File: src/rtl/btn_debounce_multi.sv
// -----------------------------------------------------------------------------
// btn_debounce_multi
//
// Multi-channel push-button conditioner. Each channel is polarity-corrected,
// passed through a two-flop synchroniser and debounced by a counter that needs
// STABLE_TICKS consecutive disagreeing sample ticks to flip the clean level.
// A single shared prescaler produces the sample tick, so every channel samples
// on the same cycles. Optionally, a per-channel hold-to-repeat FSM re-emits
// press pulses while the button stays down.
//
// Handshake/strobe semantics: there is no valid/ready pairing here. btn_press
// and btn_release are one-cycle strobes that are high exactly in the first
// cycle btn_level shows the new value (or, for repeats, in the cycle after
// the tick that completes the repeat interval). tick is a one-cycle strobe
// that is high in the cycle before the edge on which debouncing samples.
//
// Ports:
//   clk          system clock, rising edge
//   rst_n        asynchronous active-low reset
//   btn_in       [N_CH] raw asynchronous button inputs
//   btn_level    [N_CH] debounced level, 1 = pressed
//   btn_press    [N_CH] one-cycle pulse on debounced press (and each repeat)
//   btn_release  [N_CH] one-cycle pulse on debounced release
//   tick         one-cycle sample strobe
//
// Debug: the repeat FSM state of channel g is g_ch[g].g_rep.state_q.
// -----------------------------------------------------------------------------
module btn_debounce_multi #(
  parameter int N_CH         = 4,
  parameter int TICK_DIV     = 125000,
  parameter int STABLE_TICKS = 4,
  parameter int ACTIVE_LOW   = 0,
  parameter int REPEAT_EN    = 0,
  parameter int REPEAT_DELAY = 500,
  parameter int REPEAT_RATE  = 100
) (
  input  logic            clk,
  input  logic            rst_n,
  input  logic [N_CH-1:0] btn_in,
  output logic [N_CH-1:0] btn_level,
  output logic [N_CH-1:0] btn_press,
  output logic [N_CH-1:0] btn_release,
  output logic            tick
);

  localparam int PW   = $clog2(TICK_DIV);
  localparam int CW   = $clog2(STABLE_TICKS + 1);
  localparam int RMAX = (REPEAT_DELAY > REPEAT_RATE) ? REPEAT_DELAY : REPEAT_RATE;
  localparam int RW   = $clog2(RMAX + 1);

  localparam logic [PW-1:0] PRESC_LAST = PW'(TICK_DIV - 1);
  localparam logic [CW-1:0] CNT_LAST   = CW'(STABLE_TICKS - 1);
  localparam logic [RW-1:0] RDLY_LAST  = RW'(REPEAT_DELAY - 1);
  localparam logic [RW-1:0] RRATE_LAST = RW'(REPEAT_RATE - 1);

  typedef enum logic [1:0] {
    R_IDLE   = 2'd0,
    R_DELAY  = 2'd1,
    R_REPEAT = 2'd2
  } rep_state_e;

  // ---------------------------------------------------------------------------
  // Shared prescaler
  // ---------------------------------------------------------------------------
  logic [PW-1:0] presc_q, presc_d;
  logic          tick_w;

  always_comb begin
    tick_w  = (presc_q == PRESC_LAST);
    presc_d = tick_w ? '0 : presc_q + PW'(1);
  end

  always_ff @(posedge clk or negedge rst_n) begin
    if (!rst_n) presc_q <= '0;
    else        presc_q <= presc_d;
  end

  assign tick = tick_w;

  // ---------------------------------------------------------------------------
  // Polarity correction and two-flop synchroniser (reset = released)
  // ---------------------------------------------------------------------------
  logic [N_CH-1:0] in_pol;
  logic [N_CH-1:0] sync1_q, sync2_q;

  assign in_pol = (ACTIVE_LOW != 0) ? ~btn_in : btn_in;

  always_ff @(posedge clk or negedge rst_n) begin
    if (!rst_n) begin
      sync1_q <= '0;
      sync2_q <= '0;
    end else begin
      sync1_q <= in_pol;
      sync2_q <= sync1_q;
    end
  end

  // ---------------------------------------------------------------------------
  // Per-channel debounce, edge pulses and optional repeat
  // ---------------------------------------------------------------------------
  for (genvar g = 0; g < N_CH; g++) begin : g_ch
    logic [CW-1:0] cnt_q, cnt_d;
    logic          lvl_q, lvl_d;
    logic          rise_w, fall_w;
    logic          rep_pulse_w;
    logic          press_q, release_q;

    // Any agreeing cycle clears the count, so a single glitch back to the
    // current level throws away everything accumulated so far.
    always_comb begin
      cnt_d  = cnt_q;
      lvl_d  = lvl_q;
      rise_w = 1'b0;
      fall_w = 1'b0;
      if (sync2_q[g] == lvl_q) begin
        cnt_d = '0;
      end else if (tick_w) begin
        if (cnt_q == CNT_LAST) begin
          lvl_d  = sync2_q[g];
          cnt_d  = '0;
          rise_w = sync2_q[g];
          fall_w = ~sync2_q[g];
        end else begin
          cnt_d = cnt_q + CW'(1);
        end
      end
    end

    always_ff @(posedge clk or negedge rst_n) begin
      if (!rst_n) begin
        cnt_q     <= '0;
        lvl_q     <= 1'b0;
        press_q   <= 1'b0;
        release_q <= 1'b0;
      end else begin
        cnt_q     <= cnt_d;
        lvl_q     <= lvl_d;
        press_q   <= rise_w | rep_pulse_w;
        release_q <= fall_w;
      end
    end

    if (REPEAT_EN != 0) begin : g_rep
      rep_state_e    state_q;
      logic [RW-1:0] rcnt_q;
      logic          hit_w;

      // A falling level on the same tick wins: no repeat pulse alongside a
      // release.
      always_comb begin
        hit_w = 1'b0;
        if (tick_w && !fall_w) begin
          case (state_q)
            R_DELAY:  hit_w = (rcnt_q == RDLY_LAST);
            R_REPEAT: hit_w = (rcnt_q == RRATE_LAST);
            default:  hit_w = 1'b0;
          endcase
        end
      end

      always_ff @(posedge clk or negedge rst_n) begin
        if (!rst_n) begin
          state_q <= R_IDLE;
          rcnt_q  <= '0;
        end else if (fall_w) begin
          state_q <= R_IDLE;
          rcnt_q  <= '0;
        end else begin
          case (state_q)
            R_IDLE: begin
              if (rise_w) begin
                state_q <= R_DELAY;
                rcnt_q  <= '0;
              end
            end
            R_DELAY: begin
              if (tick_w) begin
                if (hit_w) begin
                  state_q <= R_REPEAT;
                  rcnt_q  <= '0;
                end else begin
                  rcnt_q <= rcnt_q + RW'(1);
                end
              end
            end
            R_REPEAT: begin
              if (tick_w) begin
                if (hit_w) rcnt_q <= '0;
                else       rcnt_q <= rcnt_q + RW'(1);
              end
            end
            default: begin
              state_q <= R_IDLE;
              rcnt_q  <= '0;
            end
          endcase
        end
      end

      assign rep_pulse_w = hit_w;
    end else begin : g_norep
      assign rep_pulse_w = 1'b0;
    end

    assign btn_level[g]   = lvl_q;
    assign btn_press[g]   = press_q;
    assign btn_release[g] = release_q;
  end

endmodule

File: config.mk
export PLATFORM = sky130hd
export DESIGN_NAME = btn_debounce_multi
export DESIGN_NICKNAME = d
export VERILOG_FILES = /design/src/rtl/btn_debounce_multi.sv
export SDC_FILE = /design/constraint.sdc
export NUM_CORES = 1
export LEC_CHECK = 0
export BUFFER_PORTS_ARGS = -buffer_cell sky130_fd_sc_hd__clkbuf_2
export CAP_MARGIN = 20
export CORE_MARGIN = 5
export CORE_UTILIZATION = 50
export DETAILED_ROUTE_END_ITERATION = 16
export HOLD_SLACK_MARGIN = 0.02
export PLACE_DENSITY_LB_ADDON = 0.3
export SKIP_CTS_REPAIR_TIMING = 1
export SLEW_MARGIN = 20
export SYNTH_ARGS = -nofsm -noshare
export SYNTH_HDL_FRONTEND = slang
export SYNTH_SLANG_ARGS = --single-unit
File: constraint.sdc
create_clock -name clk -period 2.3 [get_ports clk]
set_input_delay 0.115 -clock clk [delete_from_list [all_inputs] [get_ports clk]]
set_output_delay 0.115 -clock clk [all_outputs]
set_load 0.1 [all_outputs]
# == Word level (Yosys, flattened, before mapping) ==
# Index checks and enable logic that the tools add are counted.
# word_totals
regBits,49
latch_bits,0
ram_bits,0
romBits,0
in_bits,6
output_inout_bits,13
memories,0
# op_classes
n_addsub,5
n_mul,0
div_mod_pow,0
magnitude_cmp,0
eq_ne,9
shift,0
n_mux,37
bitwise_logic,8
reduce_logical,8
# op_table
cell,count
2-to-1 mux 3 bit,12
2-to-1 mux 1 bit,24
adder 17 x 1 -> 17 bit (second input constant),1
equality test 17 bit (second input constant),1
2-to-1 mux 17 bit,1
adder 3 x 1 -> 3 bit (second input constant),4
equality test 3 x 2 -> 1 bit (second input constant),4
AND reduction 3 bit,4
inverter 1 bit,8
nonzero test 2 bit,4
equality test 1 bit,4

# == Longest topological paths before layout ==
# logic_depth
ltp_word,4
mapped_depth,6
mapped_depth_nobuf,5

# == Least setup slack after synthesis ==
# OpenSTA, ideal clock, no wires.
# synth_path
kind,reg2out
startpoint,register presc_q[12]
endpoint,output port tick
t_arrival_ns,1.881
required_time_ns,2.185
setup_slack_ns,0.304
path_stages_with_launch,6
n_path_buf,1
cell_sequence,dfrtp_1 nor4_4 nand3_2 or2_4 buf_6 inv_1
# synth_between
elab_chain_len,1
# synth_lines
item,line_no,rtl
"start, declared",65,"logic [PW-1:0] presc_q, presc_d;"
"start signal, assigned",75,else presc_q <= presc_d;
equality test 17 bit,69,tick_w = (presc_q == PRESC_LAST);
"end, declared",43,output logic tick
# No other way between the ends.

# == Worst setup path in the final report ==
# Ends and elaborated chain as after synthesis.

==> key figures <==
Setup path
  • Max incr delay on CP: 480 ps
  • Crit path cell chain: nor4_4, nand3_4, or2_4, inv_1, buf_12
  • Setup crit start kind: flop
  • CP max stage cell: dfrtp_1
  • Arr. time, crit path: 2050 ps
  • CP Class: flop to output pin
  • Critical Path End Type: output pin
  • CP max FO: 14
  • Critical path required time: approximately 2200 ps
  • Reg2reg setup slack: 370 ps

Synthesis
  • Synth top cells by count: 49 x dfrtp_1, 13 x a21oi_1, 13 x buf_4, 13 x nand4_1, 12 x xnor2_1
  • Post-synth top area cell: dfrtp_1
  • FFs w/ async S/R, synth: 100%
  • Synth area leaders: dfrtp_1 54%, xnor2_1 4.6%, buf_4 4.3%, nand4_1 3.6%, o31ai_1 3.0%
  • Flops & latches, synth: a little under 50
  • Primary FF master, synth: dfrtp_1
  • Cell Area, Synth: between 2000 and 2500 sq um
  • Most common cell in the netlist: dfrtp_1
  • Syn avg cell area: 11.3 sq um
  • Synthesis Warnings: 0
  • Post-Syn Instances: approximately 200
  • Synth top area share: a little over half
  • Post-synth EDFFs: 0
  • Synth unique cells: 33
  • Register area share after synthesis: a little over half
  • Net Count, Synth: between 200 and 250

Job
  • Maxcap violations: 0

STA
  • Final worst hold slack: roughly 360 ps
  • Final setup violation count: 0
  • Min Tclk post-route: roughly 2200 ps
  • Tightest Pin Transition: about 600 ps
  • TNS Setup: 0 ps
  • Max Clk Rate: ~460 MHz
  • Final period util: about 94%
  • Final Hold Violating Endpoints: 0
  • Final Skew: approximately 6.1 ps
  • Slew Viols, Final: 0
  • RSZ-0062 raised after global routing: no
  • Slew Limit Headroom: 59.9%

Layout
  • # fillers: about 370
  • Area grow syn2layout: 10.1%
  • Layout Nets: approximately 230
  • Layout cells sized above 1: a little under a fifth
  • N_diodes: 0

Route
  • Drt first pass iters: 4
  • DRT Wirelength: ~4.3 mm
  • Antenna-violating nets left: 0
  • Per-cell routed wire length: 16.0 um
  • # DRC: 0
  • Initial drt markers: between 60 and 70
  • Via count: 1556
  • Vias per cell: around 5.8

Global route
  • First-pass GRT wire length: a little over 7 mm
  • Grt total ovfl: 0
  • Initial antenna violation count: 0
  • Largest net degree at the start of global routing: 50
  • Number of global-route vias before repair: ~1600
  • Tot GR Track Use: between 10 and 15%

Die
  • Starting Density: around 52%
  • Die W: approximately 78 um
  • Die height: around 78 um
  • IO Count: 19
  • Full die area: between 6000 and 7000 sq um
  • Row cnt: 24
  • Core area: ~4400 sq um

Placement
  • Buffers on Ports: 18
  • Hpwl dp: ~2.8 mm
  • Final GP Congestion: between 0.8 and 0.9

Pwr
  • Pwr dens: about 620 nW/um^2
  • Pleak: approximately 1.1 nW
  • PnR Total Power: around 1.6 mW
  • Worst VDD drop: around 430 uV

Worst hold path
  • Tightest Hold Check Type: flop to flop

Clocking
  • CTS root buf: clkbuf_8
  • Total CTS buffers: 5
  • CTS tree: yes
  • Worst-path clk slew: approximately 90 ps
  • Sink Count: 49
  • Max clock buf depth: 2
  • Clock Latency Late Sink: around 300 ps
  • H-tree levels: 2

Status
  • Status: finished, final reports clean
## critical path: cells and delay by family (launching register included)
kind,cells,cell delay (ps)
flip-flops,1,480
buffers and inverters,2,300
AND/OR/NAND/NOR,3,970
## routing by layer
metal,vias to the layer above,part of all wire [%],GRT usage (%)
met5,-,0,0
met4,0,2.2,6.87
met3,12,6.1,4.40
met2,50,50,24.2
met1,760,42,18.2
li1,734,-,-
## final cells by class
type / instances / area (sq um) / area share, %
clock buffer: 6 / 82.6 / 3.28
clock inverter: 2 / 37.5 / 1.49
inverter: 5 / 18.8 / 0.746
multi-input combinational: 127 / 908 / 36.1
sequential: 49 / 1230 / 48.7
tap: 52 / 65.1 / 2.59
timing repair buffer: 26 / 178 / 7.06
## placed cells by master (no fill, tap or decap), types with 4 or more instances in the layout
cell type / n
a21oi_1: 13
and3_1: 5
clkbuf_2: 17
clkbuf_8: 6
dfrtp_1: 49
dlygate4sd3_1: 5
ha_1: 5
inv_1: 5
nand2b_1: 8
nand3_1: 9
nand4_1: 13
nand4b_1: 4
nor2_1: 10
nor4_2: 4
o21ai_0: 8
o31ai_1: 9
xnor2_1: 12
xor2_1: 6
## sequential cells by signal, summed over array words and instances, names as in the netlist
signal	count
presc_q	17
g_ch.cnt_q	12
g_ch.lvl_q	4
g_ch.press_q	4
g_ch.release_q	4
sync1_q	4
sync2_q	4
## path summary, 6_finish.rpt
kind                             startpoint               end  cells after the start
worst max-delay path            presc_q[12]              tick                      5
worst min-delay path             sync1_q[0]        sync2_q[0]                      0
worst max register to register   presc_q[8]  g_ch[1].cnt_q[0]                      4
worst min register to register   sync1_q[0]        sync2_q[0]                      0
max in group asynchronous             rst_n        sync1_q[2]                      3
min in group asynchronous             rst_n        presc_q[9]                      3
## per-stage QoR
step | instances | worst slack [ps] | cell area (sq um) | utilization, %
floorplan | 202 | 304 | 2280 | -
global placement | 254 | 461 | 2340 | 53.3
detailed placement | 254 | 379 | 2340 | 53.3
CTS | 262 | 36.7 | 2460 | 56.1
global route | 267 | 44.6 | 2520 | 57.4
finish | 267 | 139 | 2520 | 57.4
## power breakdown
part	switching, mW	internal, mW
combinational	0.0231	0.0134
sequential	0.00482	0.868
clock	0.288	0.354
total	0.316	1.23
## kinds of logic (layout without fill, tap and decap cells)
logic type | Yosys count | in the layout | synth area share (%)
AND/OR/NAND/NOR | 74 | 74 | 22.2
buffers and inverters | 26 | 39 | 6.90
AO/OA/AOI/OAI | 30 | 30 | 7.56
XOR/XNOR | 18 | 18 | 6.90
adder cells (fa/ha/maj) | 5 | 5 | 2.74
flip-flops | 49 | 49 | 53.7
Power figures use the tool's default switching activity.
